--- config.mk ---
export PLATFORM = sky130hd
export DESIGN_NAME = uart_param
export DESIGN_NICKNAME = d
export VERILOG_FILES = /design/src/rtl/uart_param.sv
export SDC_FILE = /design/constraint.sdc
export NUM_CORES = 1
export LEC_CHECK = 0
export BUFFER_PORTS_ARGS = -buffer_cell sky130_fd_sc_hd__buf_2
export CAP_MARGIN = 20
export CORE_AREA = 2 2 89 125
export DETAILED_ROUTE_END_ITERATION = 8
export DIE_AREA = 0 0 91 127
export SLEW_MARGIN = 20
export SYNTH_ARGS = -nofsm -noshare
export SYNTH_HDL_FRONTEND = slang
export SYNTH_SLANG_ARGS = --single-unit
--- constraint.sdc ---
create_clock -name clk -period 2 [get_ports clk]
set_clock_uncertainty 0.1 [all_clocks]
set_input_delay 0.4 -clock clk [delete_from_list [all_inputs] [get_ports clk]]
set_output_delay 0.4 -clock clk [all_outputs]
set_load 0.1 [all_outputs]
--- src/rtl/uart_param.sv ---
// uart_param: parametrised full-duplex UART with 3-sample majority RX and valid/ready TX.
// Optional break detection (rx_break port, BREAK state) enabled by `define UART_BREAK_DETECT_EN.
`default_nettype none

module uart_param #(
  parameter int CLK_DIV    = 81,
  parameter int OVERSAMPLE = 16,
  parameter int DATA_BITS  = 8,
  parameter int PARITY     = 0,
  parameter int STOP_BITS  = 1
) (
  input  logic                 clk,
  input  logic                 rst_n,
  input  logic                 rx,
  output logic                 tx,
  input  logic                 tx_valid,
  output logic                 tx_ready,
  input  logic [DATA_BITS-1:0] tx_data,
  output logic                 rx_valid,
  output logic [DATA_BITS-1:0] rx_data,
  output logic                 rx_parity_err,
  output logic                 rx_frame_err,
  output logic                 rx_busy,
  output logic                 tx_busy
`ifdef UART_BREAK_DETECT_EN
  , output logic               rx_break
`endif
);

  localparam int H  = OVERSAMPLE / 2;
  localparam int PW = (CLK_DIV > 1) ? $clog2(CLK_DIV) : 1;
  localparam int TW = $clog2(OVERSAMPLE);
  localparam int BW = $clog2(DATA_BITS + 1);
  localparam logic [PW-1:0] PRE_MAX = PW'(CLK_DIV - 1);
  localparam logic [TW-1:0] T_MAX   = TW'(OVERSAMPLE - 1);
  localparam logic [TW-1:0] S_FIRST = TW'(H - 2);
  localparam logic [TW-1:0] S_MID   = TW'(H - 1);
  localparam logic [TW-1:0] S_LAST  = TW'(H);
  localparam logic [BW-1:0] B_MAX   = BW'(DATA_BITS - 1);

  typedef enum logic [2:0] {
    RX_IDLE, RX_START, RX_DATA, RX_PARITY, RX_STOP
`ifdef UART_BREAK_DETECT_EN
    , RX_BREAK
`endif
  } rx_state_t;

  typedef enum logic [2:0] {
    TX_IDLE, TX_START, TX_DATA, TX_PARITY, TX_STOP
  } tx_state_t;

  // ---------------- RX ----------------
  logic rx_meta, rxs;
  always_ff @(posedge clk) begin
    if (!rst_n) begin
      rx_meta <= 1'b1;
      rxs     <= 1'b1;
    end else begin
      rx_meta <= rx;
      rxs     <= rx_meta;
    end
  end

  rx_state_t rx_state, rx_next;
  logic [PW-1:0]        rx_pre;
  logic [TW-1:0]        rx_tcnt;
  logic [BW-1:0]        rx_bit;
  logic [DATA_BITS-1:0] rx_shift;
  logic s0, s1, samp, bit_val, par_bit;
  logic rx_tick, rx_bit_end, rx_start, emit, brk_hold;

  assign rx_tick    = (rx_pre == PRE_MAX);
  assign rx_bit_end = rx_tick && (rx_tcnt == T_MAX);
  assign rx_start   = (rx_state == RX_IDLE) && !rxs;
  assign emit       = (rx_state == RX_STOP) && samp;
  assign rx_busy    = (rx_state != RX_IDLE);

`ifdef UART_BREAK_DETECT_EN
  logic frame_zero;
  assign frame_zero = (rx_shift == '0) && ((PARITY == 0) || !par_bit) && !bit_val;
  assign brk_hold   = (rx_state == RX_BREAK) && !rxs;
`else
  assign brk_hold   = 1'b0;
`endif

  always_ff @(posedge clk) begin
    if (!rst_n) rx_state <= RX_IDLE;
    else        rx_state <= rx_next;
  end

  always_comb begin
    rx_next = rx_state;
    case (rx_state)
      RX_IDLE:   if (!rxs) rx_next = RX_START;
      RX_START:  if (samp && bit_val) rx_next = RX_IDLE;
                 else if (rx_bit_end) rx_next = RX_DATA;
      RX_DATA:   if (rx_bit_end && rx_bit == B_MAX)
                   rx_next = (PARITY != 0) ? RX_PARITY : RX_STOP;
      RX_PARITY: if (rx_bit_end) rx_next = RX_STOP;
`ifdef UART_BREAK_DETECT_EN
      RX_STOP:   if (samp) rx_next = frame_zero ? RX_BREAK : RX_IDLE;
      RX_BREAK:  if (rx_tick && rxs && rx_tcnt == TW'(H - 1)) rx_next = RX_IDLE;
`else
      RX_STOP:   if (samp) rx_next = RX_IDLE;
`endif
      default:   rx_next = RX_IDLE;
    endcase
  end

  always_ff @(posedge clk) begin
    if (!rst_n) begin
      rx_pre        <= '0;
      rx_tcnt       <= '0;
      rx_bit        <= '0;
      rx_shift      <= '0;
      s0            <= 1'b0;
      s1            <= 1'b0;
      samp          <= 1'b0;
      bit_val       <= 1'b0;
      par_bit       <= 1'b0;
      rx_valid      <= 1'b0;
      rx_data       <= '0;
      rx_parity_err <= 1'b0;
      rx_frame_err  <= 1'b0;
`ifdef UART_BREAK_DETECT_EN
      rx_break      <= 1'b0;
`endif
    end else begin
      samp     <= 1'b0;
      rx_valid <= 1'b0;
`ifdef UART_BREAK_DETECT_EN
      rx_break <= 1'b0;
`endif
      if (rx_start) begin
        rx_pre  <= '0;
        rx_tcnt <= '0;
        rx_bit  <= '0;
      end else begin
        rx_pre <= rx_tick ? '0 : rx_pre + 1'b1;
        if (brk_hold)     rx_tcnt <= '0;
        else if (rx_tick) rx_tcnt <= (rx_tcnt == T_MAX) ? '0 : rx_tcnt + 1'b1;
        // Three samples straddle the bit centre; the vote is consumed one cycle later.
        if (rx_tick && rx_state != RX_IDLE) begin
          if (rx_tcnt == S_FIRST) s0 <= rxs;
          if (rx_tcnt == S_MID)   s1 <= rxs;
          if (rx_tcnt == S_LAST) begin
            bit_val <= (s0 & s1) | (s0 & rxs) | (s1 & rxs);
            samp    <= 1'b1;
          end
        end
        if (rx_bit_end && rx_state == RX_DATA) rx_bit <= rx_bit + 1'b1;
        if (samp && rx_state == RX_DATA)   rx_shift <= {bit_val, rx_shift[DATA_BITS-1:1]};
        if (samp && rx_state == RX_PARITY) par_bit  <= bit_val;
        if (emit) begin
          rx_valid      <= 1'b1;
          rx_data       <= rx_shift;
          rx_frame_err  <= !bit_val;
          rx_parity_err <= (PARITY != 0) && ((^rx_shift ^ par_bit) != (PARITY == 2));
          rx_tcnt       <= '0;
`ifdef UART_BREAK_DETECT_EN
          rx_break      <= frame_zero;
`endif
        end
      end
    end
  end

  // ---------------- TX ----------------
  tx_state_t tx_state, tx_next;
  logic [PW-1:0]        tx_pre;
  logic [TW-1:0]        tx_tcnt;
  logic [BW-1:0]        tx_bit;
  logic [DATA_BITS-1:0] tx_shift;
  logic tx_par, tx_stop2, tx_tick, tx_bit_end, accept;

  assign tx_tick    = (tx_pre == PRE_MAX);
  assign tx_bit_end = tx_tick && (tx_tcnt == T_MAX);
  assign accept     = tx_valid && (tx_state == TX_IDLE);
  assign tx_ready   = (tx_state == TX_IDLE);
  assign tx_busy    = !tx_ready;

  always_ff @(posedge clk) begin
    if (!rst_n) tx_state <= TX_IDLE;
    else        tx_state <= tx_next;
  end

  always_comb begin
    tx_next = tx_state;
    tx      = 1'b1;
    case (tx_state)
      TX_IDLE:   if (tx_valid) tx_next = TX_START;
      TX_START:  begin
                   tx = 1'b0;
                   if (tx_bit_end) tx_next = TX_DATA;
                 end
      TX_DATA:   begin
                   tx = tx_shift[0];
                   if (tx_bit_end && tx_bit == B_MAX)
                     tx_next = (PARITY != 0) ? TX_PARITY : TX_STOP;
                 end
      TX_PARITY: begin
                   tx = tx_par;
                   if (tx_bit_end) tx_next = TX_STOP;
                 end
      TX_STOP:   if (tx_bit_end && (STOP_BITS == 1 || tx_stop2)) tx_next = TX_IDLE;
      default:   tx_next = TX_IDLE;
    endcase
  end

  always_ff @(posedge clk) begin
    if (!rst_n) begin
      tx_pre   <= '0;
      tx_tcnt  <= '0;
      tx_bit   <= '0;
      tx_shift <= '0;
      tx_par   <= 1'b0;
      tx_stop2 <= 1'b0;
    end else if (accept) begin
      tx_pre   <= '0;
      tx_tcnt  <= '0;
      tx_bit   <= '0;
      tx_stop2 <= 1'b0;
      tx_shift <= tx_data;
      tx_par   <= ^tx_data ^ (PARITY == 2);
    end else begin
      tx_pre <= tx_tick ? '0 : tx_pre + 1'b1;
      if (tx_tick) tx_tcnt <= (tx_tcnt == T_MAX) ? '0 : tx_tcnt + 1'b1;
      if (tx_bit_end && tx_state == TX_DATA) begin
        tx_shift <= tx_shift >> 1;
        tx_bit   <= tx_bit + 1'b1;
      end
      if (tx_bit_end && tx_state == TX_STOP) tx_stop2 <= 1'b1;
    end
  end

endmodule

`default_nettype wire

[Word level (Yosys, flattened, before mapping)]
Index checks and enable logic that the tools add are counted.
Storage, ports and cells
  logic and storage cells: 114
  register bits: 69
  output and inout port bits: 15
  input bits: 12
Cells by class
  reductions and logical operators: 33
  eq/ne operators: 27
  multiplexer cells: 20
  bitwise logic cells: 8
  add/subtract/negate cells: 6
Operators with widths (number)
  3-bit 2-to-1 mux: 11
  3-bit case mux with 5 select lines: 2
  2-bit inequality test, second input constant: 9
  4-bit by 1-bit adder with 4-bit output, second input constant: 4
  4-bit by 3-bit equality test with 1-bit output, second input constant: 4
  8-bit 2-to-1 mux: 2
  7-bit by 1-bit adder with 7-bit output, second input constant: 2
  7-bit equality test, second input constant: 2
  3-bit by 2-bit equality test with 1-bit output, second input constant: 4
  4-bit equality test, second input constant: 3
  1-bit logical AND: 12
  3-bit OR reduction: 4
  5-bit AND reduction: 2
  3-bit AND reduction: 3
  4-bit 2-to-1 mux: 2
  8-bit parity: 1
  3-bit by 1-bit equality test with 1-bit output, second input constant: 2
  3-bit equality test, second input constant: 2
  3-bit logical NOT: 2
  2-bit AND reduction: 2
  2-bit OR reduction: 2
  1-bit bitwise AND: 3
  1-bit logical NOT: 3
  3-bit inequality test, second input constant: 1
  6 further kinds: 10

[Longest topological paths before layout]
Gate-level depths: netlist of the first run.
  depth in word-level cells: 5
  depth in mapped cells: 7
  depth with buffers taken out: 6

[Worst setup path after synthesis of the first run]
OpenSTA, ideal clock, no wires.
  path kind: flip-flop to output port
  from: register tx_state[1]
  to: output tx_ready
  buffers on the path: 1
  data arrival time: 2000 ps
  path slack: -500 ps
  required time: 1500 ps
  stages on the path, launching flop included: 4
  cell sequence: dfxtp_1 buf_2 or3_1 inv_1
Between the ends
  cells in the longest elaborated chain, start to end: 1
Ends and longest elaborated chain
  from (decl): line 169  | tx_state_t tx_state, tx_next;
  from (signal assigned): line 184  | else tx_state <= tx_next;
  3-bit logical NOT: line 179  | assign tx_ready = (tx_state == TX_IDLE);
  to (decl): line 17  | output logic tx_ready,
No other way between the ends.

[Final worst setup path of the first run]
  from: register tx_state[1]
  to: output tx_busy
Between the ends
  cells in the longest elaborated chain, start to end: 2
Ends and longest elaborated chain
  3-bit logical NOT: line 179
  1-bit logical NOT: line 180  | assign tx_busy = !tx_ready;
  to (decl): line 24  | output logic tx_busy
No other way between the ends.

==> impl_table.tex, run 1 <==
\begin{tabular}{lr}
\hline
Metric & Value \\
\hline
\multicolumn{2}{l}{\textbf{Run status}} \\
Outcome & finished clean \\
\multicolumn{2}{l}{\textbf{Detailed routing}} \\
Antenna violation net count after detailed routing & 0 \\
Final WL & 6560 µm \\
Avg WL per Cell & 12.2 µm \\
Number of DRC markers after the initial detailed-route iteration & 137 \\
Total via count after detailed routing & 2616 \\
Metal-1 WL & 2820 µm \\
Remaining DRCs & 0 \\
Number of iterations in the first detailed-routing pass & 4 \\
Wire length on met3 & 217 µm \\
Highest routing layer actually used & met4 \\
Total length of routed met2 wires & 3320 µm \\
Via count normalized by instance count & 4.88 \\
\multicolumn{2}{l}{\textbf{Worst setup path}} \\
Biggest fanout along the worst timing path & 11 \\
Category of the critical setup timing path & register to primary output \\
Data arrival time of the worst path & 1.43 ns \\
Startpoint type of the worst setup path & register \\
R2R Setup Slk & 0.17 ns \\
CP Capture Type & primary output \\
Critical path data required time & 1.50 ns \\
\multicolumn{2}{l}{\textbf{Power}} \\
P per Cell Area & 843 nW/µm² \\
Peak supply drop & 0.000379 V \\
Lkg Pwr & 1.36 nW \\
\multicolumn{2}{l}{\textbf{Min path}} \\
Class of the tightest hold or removal check & primary input to register \\
\multicolumn{2}{l}{\textbf{Floorplan}} \\
Placeable core region & 10300 µm² \\
IO Pins & 27 \\
Number of rows created at floorplan & 44 \\
Floorplan die area & 11600 µm² \\
Initial core utilization & 0.295 \\
Die width & 91 µm \\
Die H & 127 µm \\
\multicolumn{2}{l}{\textbf{Clocking}} \\
Clock edge transition at the registers on the reported setup and hold paths & 0.05 ns \\
CTS sink cnt & 69 \\
H-tree level count & 3 \\
Number of buffers inserted by hold repair at cts & 0 \\
TritonCTS buffer count & 9 \\
Clock latency at the later pin of the worst-skew pair & 0.33 ns \\
Clock root buffer & clkbuf\_16 \\
TritonCTS clock tree & built \\
Maximum count of clock buffers along a single path & 2 \\
\multicolumn{2}{l}{\textbf{Layout}} \\
Final Util & 0.358 \\
Number of inserted filler cells in the final layout & 1105 \\
Number of antenna repair diodes & 0 \\
Fraction of layout cells with a size suffix above 1 & 0.161 \\
Area of the multi-input gates & 1570 µm² \\
Final-stage net count & 416 \\
Area growth from synthesis to final layout & 21.3\% \\
Sequential cell area & 1380 µm² \\
\multicolumn{2}{l}{\textbf{Place}} \\
PortBufs & 25 \\
Gpl congestion & 0.764 \\
DPL Wire Length & 4670 µm \\
\multicolumn{2}{l}{\textbf{STA}} \\
Final total negative setup slack & 0 ns \\
Final critical path time including I/O delays and setup & 1.93 ns \\
Setup repair after global routing missed its margin & no \\
Hold violation total from the final report & 0 \\
Timing-limited maximum frequency & 519 MHz \\
Total count of max-transition violations in the final report & 0 \\
Setup violations, final & 0 \\
Tcrit/Tclk final & 0.964 \\
\multicolumn{2}{l}{\textbf{Synth}} \\
Area of the mapped netlist & 3060 µm² \\
Distinct cell type count of the synthesized netlist & 47 \\
Proportion of synthesized flip-flops having asynchronous set or reset & 0 \\
\#FFs+latches synth & 69 \\
Synthesized area per cell & 8.44 µm² \\
Dominant synthesized flop cell & dfxtp\_1 \\
Count of yosys warnings during synthesis & 0 \\
Synthesized netlist net count & 384 \\
Part of the Yosys area used for sequential elements & 0.452 \\
Synthesized netlist cell count & 362 \\
Number of enable flip-flop cells after synthesis & 0 \\
\multicolumn{2}{l}{\textbf{Global route}} \\
Number of global-route vias before repair & 2514 \\
Wire length of the first global-routing pass & 11200 µm \\
Largest net degree at the start of global routing & 19 \\
Number of antenna violations at the first check in global routing & 0 \\
Grt total ovfl & 0 \\
All-Layer GR Usage & 0.120 \\
\multicolumn{2}{l}{\textbf{Job}} \\
Max capacitance violation total & 0 \\
\hline
\end{tabular}
cell families after synthesis:
family	count (synthesis)	share of synthesized area
AND/OR/NAND/NOR	144	0.240
other	1	0.00123
XOR/XNOR	20	0.0573
buffers and inverters	34	0.0455
multiplexers	4	0.0131
AO/OA/AOI/OAI	79	0.147
adder cells (fa/ha/maj)	11	0.0442
flip-flops	69	0.452
synth_stat cells, types with 4 or more instances:
cell type,count,share of area
o21ai_0,21,0.034
ha_1,10,0.041
nand4_1,4,0.0082
a31oi_1,9,0.018
a21oi_1,35,0.057
inv_1,18,0.022
xnor2_1,14,0.040
nand2_1,47,0.058
dfxtp_1,69,0.45
xor2_1,6,0.017
clkbuf_1,10,0.012
mux2i_1,4,0.013
nor2_1,27,0.033
and3_1,9,0.018
o31ai_1,4,0.0098
or3_1,7,0.014
nand3_1,26,0.043
cell usage in the layout (no fill, tap or decap), types with 3 or more instances in the layout:
cell type  count
buf_2         21
clkbuf_1       3
nor2_1        27
a21oi_1       35
o31ai_1        4
ha_1           9
mux2i_1        4
inv_1         17
o21ai_0       21
and2_1         3
and3_1         9
xor2_1         6
clkbuf_16      9
dfxtp_1       67
nand3_1       24
nand4_1        4
or3_1          5
buf_4         12
nand2_1       47
xnor2_1       14
a31oi_1        9
timing repair:
item,in CTS,in global routing
gates cloned,0,0
setup endpoints to repair,3,14
resized for setup,2,9
hold endpoints to repair,0,0
setup buffers,0,0
worst max-delay path: stages (launching register included):
cell and delay (ns):
dfxtp_2 0.37, or3_4 0.43, clkbuf_4 0.29
final timing paths:
kind / startpoint / end / cells after the start
worst max register to register: tx_tcnt[1] / tx_state[2] / 5
worst max-delay path: tx_state[1] / tx_busy / 2
worst min register to register: rx_meta / rxs / 1
worst min-delay path: rx / rx_meta / 2
where the power goes:
group | switching [W] | internal, W
sequential | 0.0000279 | 0.00141
combinational | 0.000184 | 0.0000980
clock | 0.000545 | 0.000861
state kept, by name, summed over array words and instances (netlist names), 3 cells and up:
register and cells:
rx_pre 7, rx_tcnt 4, tx_shift 8, tx_state 3
rx_state 3, tx_pre 7, rx_shift 8, tx_tcnt 4
rx_bit 4, rx_data 8, tx_bit 4
area by class of cell:
type,instances,area share
sequential,69,0.373
timing repair buffer,36,0.0655
clock inverter,2,0.00270
clock buffer,13,0.0675
multi-input combinational,259,0.424
tap,138,0.0466
inverter,19,0.0202
through the flow:
step	setup slack [ns]	total power (W)	hold slack (ns)	instance area, µm²	std cells
after floorplan	0.102	0.00166	0.286	3070	362
after global placement	0.154	0.00174	0.301	3410	521
after detailed placement	0.0823	0.00174	0.304	3410	521
final	0.0716	0.00313	0.157	3710	536
after CTS	0.000832	0.00316	0.152	3670	536
after global routing	0.000262	0.00326	0.151	3710	536
routing by layer:
| metal | global-route usage | up-vias |
|---|---|---|
| li1 | - | 1315 |
| met1 | 0.132 | 1245 |
| met2 | 0.205 | 39 |
| met3 | 0.0348 | 17 |
| met4 | 0.0722 | 0 |
| met5 | 0 | - |
Power figures use the tool's default switching activity.
==> run 2, diff against run 1 <==
==> constraint.sdc (replaced) <==
create_clock -name clk -period 1.85 [get_ports clk]
set_clock_uncertainty 0.1 [all_clocks]
set_input_delay 0.37 -clock clk [delete_from_list [all_inputs] [get_ports clk]]
set_output_delay 0.37 -clock clk [all_outputs]
set_load 0.1 [all_outputs]
==> impl_table.tex, run 2 (synthesis gave the netlist of run 1 again) <==
\begin{tabular}{lr}
\hline
Metric & Value \\
\hline
\multicolumn{2}{l}{\textbf{Layout}} \\
Highest-count cells in the layout ignoring fill and taps & dfxtp\_1, nand2\_1, a21oi\_1 \\
Number of inserted filler cells in the final layout & 1097 (-0.72\%) \\
Final-stage net count & 427 (+2.6\%) \\
Final Util & 0.375 (+0.0167) \\
Area growth from synthesis to final layout & 27.0\% \\
Total non-filler cell area in the finished layout & 3880 µm² (+4.7\%) \\
Number of antenna repair diodes & 0 (unchanged) \\
Biggest registers after layout & rx\_data: 8 flops, rx\_shift: 8 flops, tx\_shift: 8 flops \\
Most common library cell in the layout ignoring fill and taps & dfxtp\_1 \\
Fraction of layout cells with a size suffix above 1 & 0.203 (+0.0421) \\
\multicolumn{2}{l}{\textbf{Detailed routing}} \\
Antenna violation net count after detailed routing & 0 (unchanged) \\
Via count normalized by instance count & 4.84 (-0.77\%) \\
Final WL & 6700 µm (+2.1\%) \\
Remaining DRCs & 0 (unchanged) \\
Total via count after detailed routing & 2649 (+1.3\%) \\
Number of iterations in the first detailed-routing pass & 4 (unchanged) \\
Avg WL per Cell & 12.2 µm (about the same) \\
Number of DRC markers after the initial detailed-route iteration & 103 (-25\%) \\
\multicolumn{2}{l}{\textbf{Worst setup path}} \\
Startpoint type of the worst setup path & register \\
Worst path max stage delay & 0.41 ns (-0.02 ns) \\
Cell-by-cell trace of the critical path & or3\_4 -> clkinvlp\_4 -> buf\_12 \\
Highest-delay cell along the critical path & or3\_4 \\
Data arrival time of the worst path & 1.37 ns (-0.06 ns) \\
CP Capture Type & primary output \\
Biggest fanout along the worst timing path & 6 (-5) \\
Category of the critical setup timing path & register to primary output \\
Critical path data required time & 1.38 ns (-0.12 ns) \\
\multicolumn{2}{l}{\textbf{Power}} \\
P per Cell Area & 924 nW/µm² (+9.5\%) \\
Switching Share & 0.235 (-0.00718) \\
Lkg Pwr & 1.46 nW (+7.0\%) \\
Pint & 0.00274 W (+16\%) \\
Peak supply drop & 0.000437 V (+15\%) \\
Clock share of power & 0.480 (+0.030) \\
Portion of total power attributed to combinational logic & 0.087 (-0.003) \\
Switching power of the nets & 0.000842 W (+11\%) \\
Proportion of power drawn by flip-flops and latches & 0.433 (-0.027) \\
\multicolumn{2}{l}{\textbf{Clocking}} \\
CTS sink cnt & 69 (unchanged) \\
Clock root buffer & clkbuf\_16 \\
H-tree level count & 3 (unchanged) \\
Clock edge transition at the registers on the reported setup and hold paths & 0.05 ns (about the same) \\
Clock latency at the later pin of the worst-skew pair & 0.34 ns (about the same) \\
Number of buffers inserted by hold repair at cts & 0 (unchanged) \\
TritonCTS clock tree & built \\
Maximum count of clock buffers along a single path & 2 (unchanged) \\
TritonCTS buffer count & 9 (unchanged) \\
\multicolumn{2}{l}{\textbf{Floorplan}} \\
Die H & 127 µm (unchanged) \\
Initial core utilization & 0.295 (unchanged) \\
IO Pins & 27 (unchanged) \\
Number of rows created at floorplan & 44 (unchanged) \\
Die width & 91 µm (unchanged) \\
Floorplan die area & 11600 µm² (unchanged) \\
Placeable core region & 10300 µm² (unchanged) \\
\multicolumn{2}{l}{\textbf{Place}} \\
Cell area reported after detailed placement & 3470 µm² (+1.8\%) \\
PortBufs & 25 (unchanged) \\
Gpl congestion & 0.844 (+10\%) \\
DPL Wire Length & 4620 µm (-1.1\%) \\
\multicolumn{2}{l}{\textbf{STA}} \\
Setup repair after global routing missed its margin & yes \\
Timing-limited maximum frequency & 543 MHz \\
Hold violation total from the final report & 0 (unchanged) \\
Total count of max-transition violations in the final report & 0 (unchanged) \\
Final critical path time including I/O delays and setup & 1.84 ns \\
Tcrit/Tclk final & 0.995 \\
Final total negative setup slack & 0 ns (unchanged) \\
Setup violations, final & 0 (unchanged) \\
\multicolumn{2}{l}{\textbf{Job}} \\
Max capacitance violation total & 0 (unchanged) \\
\multicolumn{2}{l}{\textbf{Global route}} \\
Largest net degree at the start of global routing & 27 (+8) \\
All-Layer GR Usage & 0.123 (+0.00242) \\
Number of antenna violations at the first check in global routing & 0 (unchanged) \\
Number of global-route vias before repair & 2644 (+5.2\%) \\
Grt total ovfl & 0 (unchanged) \\
Wire length of the first global-routing pass & 11400 µm (+1.2\%) \\
\multicolumn{2}{l}{\textbf{Run status}} \\
Outcome & finished clean \\
\multicolumn{2}{l}{\textbf{Min path}} \\
Class of the tightest hold or removal check & primary input to register \\
\hline
\end{tabular}
==> run 2: cell count changes in the layout (fill, tap and decap cells not counted), sizes merged <==
cell / previous run / this run
buf: 35 / 46
clkbuf: 14 / 12
clkinv: 3 / 1
clkinvlp: 1 / 3
bufinv: 0 / 1
dlymetal6s2s: 0 / 1
==> run 2: repair_timing <==
item,4_1_cts,5_1_grt
endpoints found under the hold margin,0,0
endpoints found under the setup margin,6,7
setup buffers,0,3
pin swaps,1,3
gates resized for setup,10,14
==> run 2: through the flow <==
stage / hold WS (ns) / setup WS [ns] / power (W) / cells
final: 0.118 / 0.00962 / 0.00358 / 547
after detailed placement: 0.296 / -0.0446 / 0.00188 / 529
after CTS: 0.113 / -0.0103 / 0.00363 / 544
after floorplan: 0.286 / -0.0177 / 0.00180 / 362
after global placement: 0.302 / 0.0779 / 0.00188 / 529
after global routing: 0.146 / -0.0143 / 0.00372 / 547
==> run 2: cell type report <==
| class | count | area (µm²) | share of cell area |
|---|---|---|---|
| repair buffers | 47 | 342 | 0.0880 |
| clock inverters | 3 | 45.0 | 0.0116 |
| well taps | 138 | 173 | 0.0445 |
| multi-input cells | 259 | 1590 | 0.411 |
| clock buffers | 12 | 256 | 0.0661 |
| inverters | 19 | 75.1 | 0.0193 |
| flip-flops and latches | 69 | 1400 | 0.360 |
==> run 2: final timing paths <==
check                            endpoint  slack, ns   startpoint  depth (start not counted)
worst max register to register  tx_bit[3]       0.05    tx_pre[2]                          4
worst min-delay path              rx_meta       0.12           rx                          2
worst min register to register        rxs       0.31      rx_meta                          1
worst max-delay path             tx_ready       0.01  tx_state[1]                          3
==> run 2: power by group through the flow <==
stage / Clock (W) / Combinational, W / Sequential, W
detailed placement: 0 / 0.000302 / 0.00158
global placement: 0 / 0.000301 / 0.00158
floorplan: 0 / 0.000225 / 0.00157
CTS: 0.00177 / 0.000312 / 0.00155
global route: 0.00182 / 0.000343 / 0.00155
finish: 0.00172 / 0.000313 / 0.00155
==> run 2: routing by layer <==
layer,track usage,vias up,wire length (µm)
met1,0.129,1256,2840
li1,-,1341,-
met2,0.219,37,3460
met3,0.0277,15,222
met5,0,-,0
met4,0.0793,0,180
==> run 2: critical path: cells and delay by family (launching register included) <==
kind / cells / cell delay [ns]
flops: 1 / 0.36
simple gates: 1 / 0.41
buf+inv: 2 / 0.25
